<file path="config.mk">
export PLATFORM = sky130hd
export DESIGN_NAME = step_counter
export DESIGN_NICKNAME = d
export VERILOG_FILES = /design/src/rtl/step_counter.sv
export SDC_FILE = /design/constraint.sdc
export NUM_CORES = 1
export LEC_CHECK = 0
export CAP_MARGIN = 20
export CORE_MARGIN = 2
export CORE_UTILIZATION = 58
export CTS_CLUSTER_SIZE = 10
export DETAILED_ROUTE_END_ITERATION = 16
export PLACE_DENSITY = 0.88
export SETUP_SLACK_MARGIN = 0.1
export SLEW_MARGIN = 20
export SYNTH_ARGS = -nofsm -noshare
export SYNTH_HDL_FRONTEND = slang
export SYNTH_SLANG_ARGS = --single-unit
</file>
<file path="constraint.sdc">
create_clock -name clk -period 10.58 [get_ports clk]
set_input_delay 1.587 -clock clk [delete_from_list [all_inputs] [get_ports clk]]
set_output_delay 1.587 -clock clk [all_outputs]
set_load 0.02 [all_outputs]
</file>
<file path="src/rtl/step_counter.sv">
// Bounded strided counter: up/down by step_i inside [lo_i, hi_i] with sync load and enable.
// Define STEP_CNT_SAT_EN to clamp at the bounds instead of wrapping to the opposite bound.
module step_counter #(
  parameter int unsigned WIDTH   = 8,
  parameter logic [WIDTH-1:0] RST_VAL = WIDTH'(1)
) (
  input  logic             clk,
  input  logic             reset,
  input  logic             en_i,
  input  logic             dir_i,
  input  logic             load_i,
  input  logic [WIDTH-1:0] load_val_i,
  input  logic [WIDTH-1:0] step_i,
  input  logic [WIDTH-1:0] lo_i,
  input  logic [WIDTH-1:0] hi_i,
  output logic [WIDTH-1:0] cnt_o,
  output logic             wrap_o,
  output logic             cfg_err_o
);

  logic [WIDTH-1:0] r_cnt;
  logic             r_wrap;
  logic             r_cfg_err;

  // One extra bit so cnt+step and lo+step never alias modulo 2^WIDTH.
  logic [WIDTH:0]   w_up_sum;
  logic [WIDTH:0]   w_lo_plus_step;
  logic             w_up_fits;
  logic             w_dn_fits;
  logic             w_bad_cfg;
  logic [WIDTH-1:0] w_up_clamp;
  logic [WIDTH-1:0] w_dn_clamp;

  logic [WIDTH-1:0] w_cnt_nxt;
  logic             w_wrap_nxt;
  logic             w_cfg_err_nxt;

  assign w_up_sum       = {1'b0, r_cnt} + {1'b0, step_i};
  assign w_lo_plus_step = {1'b0, lo_i} + {1'b0, step_i};
  assign w_up_fits      = (w_up_sum <= {1'b0, hi_i});
  assign w_dn_fits      = ({1'b0, r_cnt} >= w_lo_plus_step);
  assign w_bad_cfg      = (lo_i > hi_i);

`ifdef STEP_CNT_SAT_EN
  assign w_up_clamp = hi_i;
  assign w_dn_clamp = lo_i;
`else
  assign w_up_clamp = lo_i;
  assign w_dn_clamp = hi_i;
`endif

  always_comb begin
    w_cnt_nxt     = r_cnt;
    w_wrap_nxt    = 1'b0;
    w_cfg_err_nxt = r_cfg_err;
    if (load_i) begin
      w_cnt_nxt     = load_val_i;
      w_cfg_err_nxt = 1'b0;
    end else if (en_i) begin
      if (w_bad_cfg) begin
        w_cnt_nxt     = lo_i;
        w_cfg_err_nxt = 1'b1;
      end else begin
        w_cfg_err_nxt = 1'b0;
        if (!dir_i) begin
          if (w_up_fits) begin
            w_cnt_nxt = w_up_sum[WIDTH-1:0];
          end else begin
            w_cnt_nxt  = w_up_clamp;
            w_wrap_nxt = 1'b1;
          end
        end else begin
          // Fits only when the result stays at or above lo_i.
          if (w_dn_fits) begin
            w_cnt_nxt = r_cnt - step_i;
          end else begin
            w_cnt_nxt  = w_dn_clamp;
            w_wrap_nxt = 1'b1;
          end
        end
      end
    end
  end

  always_ff @(posedge clk or posedge reset) begin
    if (reset) begin
      r_cnt     <= RST_VAL;
      r_wrap    <= 1'b0;
      r_cfg_err <= 1'b0;
    end else begin
      r_cnt     <= w_cnt_nxt;
      r_wrap    <= w_wrap_nxt;
      r_cfg_err <= w_cfg_err_nxt;
    end
  end

  assign cnt_o     = r_cnt;
  assign wrap_o    = r_wrap;
  assign cfg_err_o = r_cfg_err;

endmodule

</file>
==> run_results.csv <==
group,metric,value,unit
outcome,status,"complete, no violations",
global_routing,gr-usage-all-layers,0.2937,
synth,synth_top_area_share,0.2385,
sta,worst_pin_slew,0.7184,ns
cts,htreeDepth,1,
sta,max_freq,0.1805,GHz
synth,seq_area_frac_synth,0.1020,
cts,clk_pin_slew,0.05,ns
cts,cts_tree,"yes",
cts,cts_setup_buffers,0,
floorplanning,die_h,69.21,um
placement,io_buffers,46,
placement,post_dp_cell_area,2932,um2
cts,cts_buffers,3,
cts,post_cts_resized,0,
worst_setup_path,startpoint_type,"input pin",
layout,post_route_cells_drive_above_1_share,0.04494,
sta,finalHoldViolCount,0,
cts,clk_path_buf_depth,2,
drt,route.top_layer_used,"met4",
synth,yosysMostFrequentCell,"ha_1",
drt,route.met2.wl,3304,um
layout,fin_cells,406,
synth,avgSynthCellArea,7.780,um2
placement,hpwl,5618,um
layout,antenna_cells,0,
layout,final_util,0.7360,
drt,wl_met1,2972,um
worst_setup_path,required,10.72,ns
drt,drc,0,
cts,clk_latency,0.25,ns
power,powerDensity,170.0,nW/um2
floorplanning,io_pins,47,
worst_hold_path,hold_start,"cfg_err_o",
layout,fillCellCount,320,
sta,rsz0062_at_grt,"no",
worst_setup_path,arrival,5.68,ns
sta,fin_crit_sh,0.5237,
floorplanning,die_x,69.21,um
global_routing,grt_overflow_total,0,
worst_setup_path,critPathLaunch,"step_i[1]",
synth,ys_types,58,
layout,syn_to_final_growth,21.11,%
global_routing,grt_pass1_vias,2487,
drt,avgRoutedWirePerCell,17.25,um
global_routing,grt_pass1_wl,11600,um
floorplanning,rows,23,
floorplanning,start_util,0.6078,
layout,nets,444,
synth,synth.net_count,404,
global_routing,antenna_found_initial,0,
sta,finalSetupViolations,0,
sta,slew_violations,0,
cts,holdBufCountCts,0,
placement,gp_congestion,0.9194,
drt,viasPerCell,6.276,
power,p_leak,1.353,nW
synth,postSynthCellCount,317,
synth,synthTopCellsByArea,"ha_1 (24%), dfrtp_1 (9.1%), inv_1 (4.6%)",
drt,via_count,2548,
worst_setup_path,worstSetupPathType,"input pin to register",
synth,ys_ff_latch,10,
drt,drt-pass1-iter-count,5,
drt,finalWirelength,7002,um
sta,finalSetupTns,0,ns
sta,clock_skew,0.002376,ns
synth,netlist_top_cells_count,"ha_1 (47), inv_1 (30), a21oi_1 (22)",
cts,cts.sinks,10,
global_routing,grt_max_degree,26,
sta,slew_headroom,0.5179,
floorplanning,design.core.area,4058,um2
power,ir_drop,132.7,uV
synth,synth_top_flop_cell,"dfrtp_1",
synth,synth_area,2466,um2
synth,synth_edf_count,0,
cts,root_buffer,"clkbuf_8",
drt,initialDrtViolationCount,181,
worst_setup_path,critPathMaxFanout,6,
synth,yosys.area.top_type,"ha_1",
drt,ant_nets,0,
layout,design_area,2987,um2
floorplanning,die_area,4789,um2
synth,yosysWarningCount,0,
job,cap_violations,0,
placement,dpl.cell_count,402,
sta,fin_crit,5.540,ns
worst_setup_path,r2r_start,"cnt_o[0]",
sta,whs,0.5218,ns
drt,wl_met3,516,um
synth,async_reset_ff_frac,1.000,
worst_setup_path,critPathCaptureType,"register",
worst_hold_path,hp-class,"register to register",
stage by stage:
stage | power (mW) | setup slack, ns
after detailed placement | 0.4466 | 4.870
after global placement | 0.4402 | 4.922
after floorplan | 0.3456 | 5.820
after CTS | 0.5012 | 5.082
after global routing | 0.5482 | 4.803
final | 0.5078 | 5.040
registers in the layout, summed over array words and instances, names as in the netlist:
signal / cells
cfg_err_o: 1
cnt_o: 8
wrap_o: 1
critical path, cell delays in order:
cell,delay [ns]
clkdlybuf4s50_1,0.57
inv_1,0.15
fa_1,0.51
o21bai_4,0.16
nor4b_1,0.38
nor3_1,0.11
xnor2_1,0.29
ha_1,0.31
a21o_1,0.18
a211oi_1,0.27
a211oi_2,0.12
o31ai_2,0.62
a2111oi_0,0.23
nor4_1,0.21
cell usage in the layout (no fill, tap or decap), types with 7 or more instances in the layout:
cell              n
a21o_1            8
xnor2_1           8
o21ai_0          16
a211oi_1          8
inv_1            30
o21a_1            8
a21oi_1          22
dfrtp_1           9
a31oi_1          14
nand2_1          16
nor2_1           20
ha_1             47
o31ai_1           7
and3_1            7
clkdlybuf4s50_1  46
nand2b_1          8
nor3_1            7
report_power, final:
group / leakage (nW) / internal (mW) / switching, mW
combinational: 1.20 / 0.172 / 0.216
sequential: 0.120 / 0.0495 / 0.0183
clock: 0.0288 / 0.0330 / 0.0186
total: 1.35 / 0.255 / 0.253
final cells by class:
cell class | instances | area (um2) | area share
multi-input combinational | 265 | 2037 | 0.6820
tap | 50 | 62.56 | 0.02095
inverter | 30 | 112.6 | 0.03770
timing repair buffer | 47 | 467.9 | 0.1567
sequential | 10 | 251.5 | 0.08421
clock buffer | 4 | 55.05 | 0.01843
final timing paths:
path,endpoint,slack (ns),cells after the start
worst max-delay path,cnt_o[7],5.04,14
worst min-delay path,cfg_err_o,0.52,2
worst max register to register,cnt_o[7],6.39,14
worst min register to register,cfg_err_o,0.52,2
max in group asynchronous,cnt_o[0],8.58,2
min in group asynchronous,wrap_o,1.66,2
logic make-up (layout without fill, tap and decap cells):
kind of cell	after synthesis	count (layout)	share of synthesized area
simple gates	90	90	0.1999
fa+ha+maj	50	50	0.2628
buf+inv	42	81	0.07204
xor+xnor	13	13	0.04617
compound gates	111	111	0.3125
flops	10	10	0.1020
mux	1	1	0.004566
routing by layer:
layer,vias up,global-route usage
met5,-,0
met4,0,0.1024
met3,26,0.05378
met2,114,0.4989
met1,1143,0.3720
li1,1265,-
Power figures use the tool's default switching activity.
